### src/rtl/rv_iter_muldiv.sv
// Iterative RISC-V M-extension multiply/divide unit: shift-add multiplier and
// restoring divider sharing one 2*XLEN accumulator, one step per clock.
module rv_iter_muldiv #(
    parameter int XLEN = 32
) (
    input  logic            clk,
    input  logic            reset,
    input  logic            start_valid,
    output logic            start_ready,
    input  logic [2:0]      funct3,
    input  logic [XLEN-1:0] rs1_val,
    input  logic [XLEN-1:0] rs2_val,
    input  logic [4:0]      rd_in,
    input  logic            flush,
    output logic            busy,
    output logic            result_valid,
    output logic [XLEN-1:0] result,
    output logic [4:0]      rd_out
);

    localparam int CW = $clog2(XLEN);
    localparam logic [XLEN-1:0] ZERO_X = {XLEN{1'b0}};
    localparam logic [XLEN-1:0] ONES_X = {XLEN{1'b1}};
    localparam logic [XLEN-1:0] MIN_X  = {1'b1, {(XLEN-1){1'b0}}};

    typedef enum logic [1:0] {
        IDLE = 2'd0,
        CALC = 2'd1,
        FIX  = 2'd2,
        DONE = 2'd3
    } state_t;

    state_t              state_r;
    logic [2:0]          op_r;
    logic [4:0]          rd_r;
    logic                a_neg_r;
    logic                b_neg_r;
    logic [XLEN-1:0]     a_mag_r;
    logic [XLEN-1:0]     b_mag_r;
    logic [2*XLEN-1:0]   acc_r;
    logic [CW-1:0]       cnt_r;
    logic [XLEN-1:0]     result_r;
    logic [4:0]          rd_out_r;
    logic                result_valid_r;

    logic                a_signed_s;
    logic                b_signed_s;
    logic                a_neg_s;
    logic                b_neg_s;
    logic [XLEN-1:0]     a_mag_s;
    logic [XLEN-1:0]     b_mag_s;
    logic                div_zero_s;
    logic                ovf_s;
    logic                special_s;
    logic [XLEN-1:0]     special_val_s;
    logic [XLEN:0]       mul_sum_s;
    logic [XLEN:0]       div_sh_s;
    logic [XLEN:0]       div_diff_s;
    logic [2*XLEN-1:0]   step_acc_s;
    logic [2*XLEN-1:0]   prod_s;
    logic [XLEN-1:0]     fix_res_s;

    function automatic logic [XLEN-1:0] neg_x(input logic [XLEN-1:0] v);
        return ~v + {{(XLEN-1){1'b0}}, 1'b1};
    endfunction

    assign start_ready  = (state_r == IDLE);
    assign busy         = (state_r != IDLE);
    assign result_valid = result_valid_r;
    assign result       = result_r;
    assign rd_out       = rd_out_r;

    // Operand signedness, magnitudes and divide special cases at acceptance
    always_comb begin
        a_signed_s    = 1'b0;
        b_signed_s    = 1'b0;
        special_s     = 1'b0;
        special_val_s = ZERO_X;
        case (funct3)
            3'b001:         begin a_signed_s = 1'b1; b_signed_s = 1'b1; end
            3'b010:         begin a_signed_s = 1'b1; b_signed_s = 1'b0; end
            3'b100, 3'b110: begin a_signed_s = 1'b1; b_signed_s = 1'b1; end
            default:        begin a_signed_s = 1'b0; b_signed_s = 1'b0; end
        endcase
        a_neg_s    = a_signed_s & rs1_val[XLEN-1];
        b_neg_s    = b_signed_s & rs2_val[XLEN-1];
        a_mag_s    = a_neg_s ? neg_x(rs1_val) : rs1_val;
        b_mag_s    = b_neg_s ? neg_x(rs2_val) : rs2_val;
        div_zero_s = (rs2_val == ZERO_X);
        ovf_s      = (rs1_val == MIN_X) && (rs2_val == ONES_X);
        case (funct3)
            3'b100: begin
                special_s     = div_zero_s | ovf_s;
                special_val_s = div_zero_s ? ONES_X : rs1_val;
            end
            3'b101: begin
                special_s     = div_zero_s;
                special_val_s = ONES_X;
            end
            3'b110: begin
                special_s     = div_zero_s | ovf_s;
                special_val_s = div_zero_s ? rs1_val : ZERO_X;
            end
            3'b111: begin
                special_s     = div_zero_s;
                special_val_s = rs1_val;
            end
            default: begin
                special_s     = 1'b0;
                special_val_s = ZERO_X;
            end
        endcase
    end

    // One iteration: acc holds {partial product, multiplier} or {remainder, quotient}
    always_comb begin
        mul_sum_s  = {1'b0, acc_r[2*XLEN-1:XLEN]}
                   + (acc_r[0] ? {1'b0, a_mag_r} : {(XLEN+1){1'b0}});
        div_sh_s   = acc_r[2*XLEN-1:XLEN-1];
        div_diff_s = div_sh_s - {1'b0, b_mag_r};
        if (op_r[2]) begin
            if (div_diff_s[XLEN]) begin
                step_acc_s = {div_sh_s[XLEN-1:0], acc_r[XLEN-2:0], 1'b0};
            end else begin
                step_acc_s = {div_diff_s[XLEN-1:0], acc_r[XLEN-2:0], 1'b1};
            end
        end else begin
            step_acc_s = {mul_sum_s, acc_r[XLEN-1:1]};
        end
    end

    // Sign fix-up and result selection
    always_comb begin
        prod_s = (a_neg_r ^ b_neg_r) ? (~acc_r + {{(2*XLEN-1){1'b0}}, 1'b1}) : acc_r;
        case (op_r)
            3'b000:                 fix_res_s = prod_s[XLEN-1:0];
            3'b001, 3'b010, 3'b011: fix_res_s = prod_s[2*XLEN-1:XLEN];
            3'b100, 3'b101:         fix_res_s = (a_neg_r ^ b_neg_r) ? neg_x(acc_r[XLEN-1:0])
                                                                    : acc_r[XLEN-1:0];
            3'b110, 3'b111:         fix_res_s = a_neg_r ? neg_x(acc_r[2*XLEN-1:XLEN])
                                                        : acc_r[2*XLEN-1:XLEN];
            default:                fix_res_s = ZERO_X;
        endcase
    end

    // Control FSM with datapath registers and registered outputs
    always_ff @(posedge clk or negedge reset) begin
        if (!reset) begin
            state_r        <= IDLE;
            op_r           <= 3'b000;
            rd_r           <= 5'd0;
            a_neg_r        <= 1'b0;
            b_neg_r        <= 1'b0;
            a_mag_r        <= ZERO_X;
            b_mag_r        <= ZERO_X;
            acc_r          <= {(2*XLEN){1'b0}};
            cnt_r          <= {CW{1'b0}};
            result_r       <= ZERO_X;
            rd_out_r       <= 5'd0;
            result_valid_r <= 1'b0;
        end else if (flush) begin
            state_r        <= IDLE;
            result_valid_r <= 1'b0;
        end else begin
            case (state_r)
                IDLE: begin
                    if (start_valid) begin
                        op_r    <= funct3;
                        rd_r    <= rd_in;
                        a_neg_r <= a_neg_s;
                        b_neg_r <= b_neg_s;
                        a_mag_r <= a_mag_s;
                        b_mag_r <= b_mag_s;
                        if (special_s) begin
                            result_r       <= special_val_s;
                            rd_out_r       <= rd_in;
                            result_valid_r <= 1'b1;
                            state_r        <= DONE;
                        end else begin
                            acc_r          <= {ZERO_X, (funct3[2] ? a_mag_s : b_mag_s)};
                            cnt_r          <= CW'(XLEN - 1);
                            result_valid_r <= 1'b0;
                            state_r        <= CALC;
                        end
                    end else begin
                        result_valid_r <= 1'b0;
                        state_r        <= IDLE;
                    end
                end
                CALC: begin
                    acc_r          <= step_acc_s;
                    result_valid_r <= 1'b0;
                    if (cnt_r == {CW{1'b0}}) begin
                        state_r <= FIX;
                    end else begin
                        cnt_r <= cnt_r - {{(CW-1){1'b0}}, 1'b1};
                    end
                end
                FIX: begin
                    result_r       <= fix_res_s;
                    rd_out_r       <= rd_r;
                    result_valid_r <= 1'b1;
                    state_r        <= DONE;
                end
                DONE: begin
                    result_valid_r <= 1'b0;
                    state_r        <= IDLE;
                end
                default: begin
                    result_valid_r <= 1'b0;
                    state_r        <= IDLE;
                end
            endcase
        end
    end

endmodule

### config.mk
export PLATFORM = sky130hd
export DESIGN_NAME = rv_iter_muldiv
export DESIGN_NICKNAME = d
export VERILOG_FILES = /design/src/rtl/rv_iter_muldiv.sv
export SDC_FILE = /design/constraint.sdc
export NUM_CORES = 1
export LEC_CHECK = 0
export CORE_MARGIN = 5
export CORE_UTILIZATION = 60
export CTS_CLUSTER_DIAMETER = 30
export DETAILED_ROUTE_END_ITERATION = 8
export PLACE_DENSITY = 0.81
export SYNTH_ARGS = -nofsm -noshare
export SYNTH_HDL_FRONTEND = slang
export SYNTH_SLANG_ARGS = --single-unit
### constraint.sdc
create_clock -name clk -period 4.5 [get_ports clk]
set_clock_uncertainty 0.15 [all_clocks]
set_input_delay 0.45 -clock clk [delete_from_list [all_inputs] [get_ports clk]]
set_output_delay 0.45 -clock clk [all_outputs]
set_load 0.05 [all_outputs]
---- After elaboration in Yosys (flattened, before gate mapping) ----
Index checks and enable logic that the tools add are counted.
word-level totals
  register bits ........................... 183
operators by class
  $add $sub $neg .......................... 8
  equal/unequal tests ..................... 23
  muxes and demuxes ....................... 38
  bitwise gates (word level) .............. 10
  reduce and logical (&&, ||, !) cells .... 20
operator list
  operator               count
  $mux 32                10
  $mux 64                5
  $pmux 32 s4            2
  $add 32x1->32 const B  4
  $not 32->32            4
  $pmux 64 s2            1
  $add 64x1->64 const B  1
  $eq 32x32->1 const B   2
  $not 64->64            1
  $pmux 32 s2            1
  $add 32x32->33         1
  $sub 33x32->33         1
  $logic_not 32->1       1
  $mux 5                 5
  $eq 3x3->1 const B     8
  $pmux 5 s2             2
  $reduce_or 2->1        5
  $eq 3x2->1 const B     3
  $mux 2                 4
  $pmux 2 s4             1
  $reduce_and 4->1       2
  $eq 3x1->1 const B     2
  $ne 2x2->1 const B     3
  $reduce_bool 2->1      3
  other kinds (20)       27

---- Logic depth before layout (Yosys ltp) ----
  depth after elaboration ................. 9
  depth in mapped cells ................... 15
  mapped depth without buffers ............ 13

---- Worst setup path after synthesis ----
No wires, ideal clock.
  path kind ............................... reg2reg
  start ................................... register acc_r[31]
  end ..................................... register acc_r[46]
  data arrival time ....................... 3.397 ns
  data required time ...................... 4.267 ns
  setup slack ............................. 0.871 ns
  cell stages (with the launch flop) ...... 14
  buffers on the path ..................... 1
  period minus slack after synthesis ...... 3.629 ns
  path through ............................ dfrtp_1 inv_1 ha_1 fa_1 nand2b_1 a21oi_1 o21ai_0 a21oi_1 o21ai_1 o41ai_2 xor2_1 buf_2 mux2_2 o21ai_0
between the ends
  cells in the longest elaborated chain, start to end .. 4
ends and longest elaborated chain
  what                    line  RTL
  from (decl)             40    logic [2*XLEN-1:0] acc_r;
  from (signal assigned)  156   acc_r <= {(2*XLEN){1'b0}};
  from (signal assigned)  180   acc_r <= {ZERO_X, (funct3[2] ? a_mag_s : b_mag_s)};
  from (signal assigned)  191   acc_r <= step_acc_s;
  $sub 33x32->33          120   div_diff_s = div_sh_s - {1'b0, b_mag_r};
  $mux 64                 122   if (div_diff_s[XLEN]) begin
  $mux 64                 121   if (op_r[2]) begin
  $pmux 64 s2             165   case (state_r)
Every way passes these cells.
A chain may end at the register's enable or synchronous reset.

---- Final worst setup path ----
  start ................................... register acc_r[31]
  end ..................................... register acc_r[33]
Same word-level chain as after synthesis.

==> impl_metrics.yaml <==
floorplanning:
  std_cell_rows: 60
  die-width_um: 174
  core-area_um2: 26800
  die_area_um2: 30400
  start_util: 0.605
  dieHeight_um: 174
  num_io_pins: 116
run:
  cap_violations: 0
synth:
  synthXorXnorAreaFrac: 0.0880
  syn_area_per_cell_um2: 7.82
  synthAdderAreaFrac: 0.0603
  ys_types: 85
  yosys_warnings: 0
  synth_largest_area_cell: "dfrtp_1"
  async_reset_ff_frac: 1.00
  synth_top_area_share: 0.282
  synth_compound_area_frac: 0.255
  synth_edf_count: 0
  synth-simple-area-share: 0.202
  synthesis.area_um2: 16200
  synth_cells: 2074
  synth_top_family_by_area: "compound AO/OA/AOI/OAI gates"
  syn_nets: 2227
  ys_ff_latch: 183
  synth_ff_type: "dfrtp_1"
  ys_seq_area_frac: 0.282
  synth.area.top_cells: "dfrtp_1, o21ai_0, ha_1"
  muxShareOfSynthArea: 0.0609
layout:
  syn2layout_area_growth_pct: 13.6
  fin_cells: 2497
  final_layout_size_suffix_gt1_frac: 0.0751
  diodes: 0
  nNetsFinal: 2296
clock_tree:
  cts-root-buf: "clkbuf_16"
  holdBufCountCts: 1
  path_clk_slew_ps: 90
  clockBufferDepth: 2
  clock_sinks: 183
  clk_latency_ps: 460
  cts_tree: "built"
  cts_setup_buffers: 0
  cts_buffers: 17
  htree_levels: 4
  cts_resized: 0
route:
  drc: 1
  routed_wl_um: 60900
  vias: 17000
  drtAntennaViolNets: 0
  drt_iter0_markers: 2476
  wl_per_cell_um: 24.4
  first_pass_iters: 9
  viasPerCell: 6.81
grt:
  track_usage: 0.391
  antenna_found_initial: 1
  gr-total-overflow: 0
  grt_pass1_wl_um: 93400
  grt_start_max_net_pins: 102
  grt_pass1_vias: 15800
setup_path:
  endpoint_kind: "register"
  startpoint_type: "register"
  r2r-start: "acc_r[31]$_DFFE_PN0P_"
  worstPathArrival_ps: 4350
  path_class: "reg2reg"
  cp.required_ps: 4720
  crit_fanout: 33
  startpoint: "acc_r[31]$_DFFE_PN0P_"
sta:
  fmax_mhz: 242
  fin_ws_ps: 376
  finalSetupTns_ps: 0
  slew_viol_final: 0
  setup_violations: 0
  slew_headroom: 0.304
  rsz0062_at_grt: "no"
  hold_viol_final: 0
  tightestPinTransition_ps: 1040
  period_needed_ps: 4120
  holdWs_ps: 326
  finalCritPeriodShare: 0.916
power_and_ir_drop:
  leakage_nw: 7.78
  power_per_cell_area_nw_per_um2: 821
  p_total_w: 0.0151
  peakVddDrop_mv: 0.446
run_status:
  status: "finished with violations"
  violations: "design-rule violations"
place:
  dpl.hpwl_um: 46800
  portBuffers: 115
  dp_worst_setup_slack_ps: 248
  routabilityCongestion: 1.05
  place_inst: 2464
min_path:
  min_path_type: "reg2reg"
  hold_start: "a_mag_r[24]$_DFFE_PN0P_"
[stage by stage]
| stage | utilization | instance area, um2 |
|---|---|---|
| 6_report | 0.688 | 18400 |
| 5_1_grt | 0.688 | 18400 |
| 4_1_cts | 0.688 | 18400 |
| 3_5_place_dp | 0.666 | 17800 |
| 3_3_place_gp | 0.666 | 17800 |
| 2_1_floorplan | - | 16200 |
[synthesized netlist by cell type (all sizes together), types with 6 or more instances]
library cell	n
nor3	42
nor2	164
a211oi	17
o21a	9
a21oi	145
o31a	7
or4	20
a31oi	42
xor2	73
a311oi	8
a41oi	6
a21o	30
o21ai	251
nand2	251
nand4	21
o211ai	17
nor2b	8
nor4	20
or2	10
or3	15
o41ai	10
xnor2	90
and2	41
nand3	30
mux2i	75
buf	19
a22oi	33
o221ai	22
dfrtp	183
inv	66
nand2b	16
mux2	21
o21bai	6
clkbuf	116
ha	75
and3	11
o22ai	15
o31ai	28
[final cells by class]
class	count	area (um2)
repair buffers	186	1740
flip-flops and latches	183	4580
fillers	2278	8370
clock buffers	17	425
multi-input cells	1689	10900
inverters	66	248
clock inverters	15	145
well taps	341	427
[flip-flops by register name (all words and copies together) (netlist names)]
signal and flops:
a_mag_r 32, a_neg_r 1, acc_r 64, b_mag_r 32
b_neg_r 1, cnt_r 5, op_r 3, rd_out 5
rd_r 5, result 32, result_valid 1, state_r 2
[path summary, 6_finish.rpt]
| kind | cells after the start | endpoint | slack, ps |
|---|---|---|---|
| max in group asynchronous | 3 | acc_r[3]$_DFFE_PN0P_ | 2710 |
| hold / removal | 2 | a_mag_r[24]$_DFFE_PN0P_ | 330 |
| setup / recovery | 14 | acc_r[33]$_DFFE_PN0P_ | 380 |
| min in group asynchronous | 2 | rd_out[1]$_DFFE_PN0P_ | 500 |
| setup reg to reg | 14 | acc_r[33]$_DFFE_PN0P_ | 380 |
| hold reg to reg | 2 | a_mag_r[24]$_DFFE_PN0P_ | 330 |
[metal layers]
metal | routed length (um) | global-route usage | share of wire | up-vias
met5 | 7 | 0 | 0.00011 | -
met2 | 26200 | 0.587 | 0.43 | 1071
met1 | 24500 | 0.537 | 0.40 | 8024
met4 | 3750 | 0.190 | 0.062 | 2
met3 | 6450 | 0.0833 | 0.11 | 226
li1 | - | - | - | 7670
[critical path, cell delays in order, from the launching register on]
cell and delay (ps):
dfrtp_1 360, inv_1 90, ha_1 240, fa_1 410, nand2b_1 190, a21oi_1 250, o21ai_0 210, a21oi_1 250
o21ai_1 280, o41ai_2 370, buf_4 210, xor2_4 180, buf_12 250, mux2_2 360, o21ai_0 190
[kinds of logic after synthesis]
kind of cell,after synthesis
simple gates,676
flops,183
buf+inv,202
fa+ha+maj,77
mux,96
compound gates,677
xor+xnor,163
[report_power, final]
group          internal, W  switching [W]
clock             0.000733       0.000778
combinational      0.00390        0.00639
sequential         0.00237       0.000954
total              0.00700        0.00812
[cell usage in the layout (no fill, tap or decap), types with 14 or more instances in the layout]
master           instances
a22oi_1                 33
a21o_1                  29
nand3_1                 30
nand2b_1                16
nand2_1                249
a21oi_1                144
nor3_1                  40
or4_1                   17
o211ai_1                17
inv_1                   66
ha_1                    75
o31ai_1                 28
nor2_1                 163
o22ai_1                 14
buf_4                   66
dfrtp_1                182
mux2i_1                 75
clkbuf_16               17
mux2_2                  21
xnor2_1                 89
o221ai_1                22
a211oi_1                16
a31oi_1                 42
clkdlybuf4s50_1        114
and2_1                  41
nand4_1                 21
o21ai_0                240
xor2_1                  72
nor4_1                  17
(Power assumes the default switching activity.)
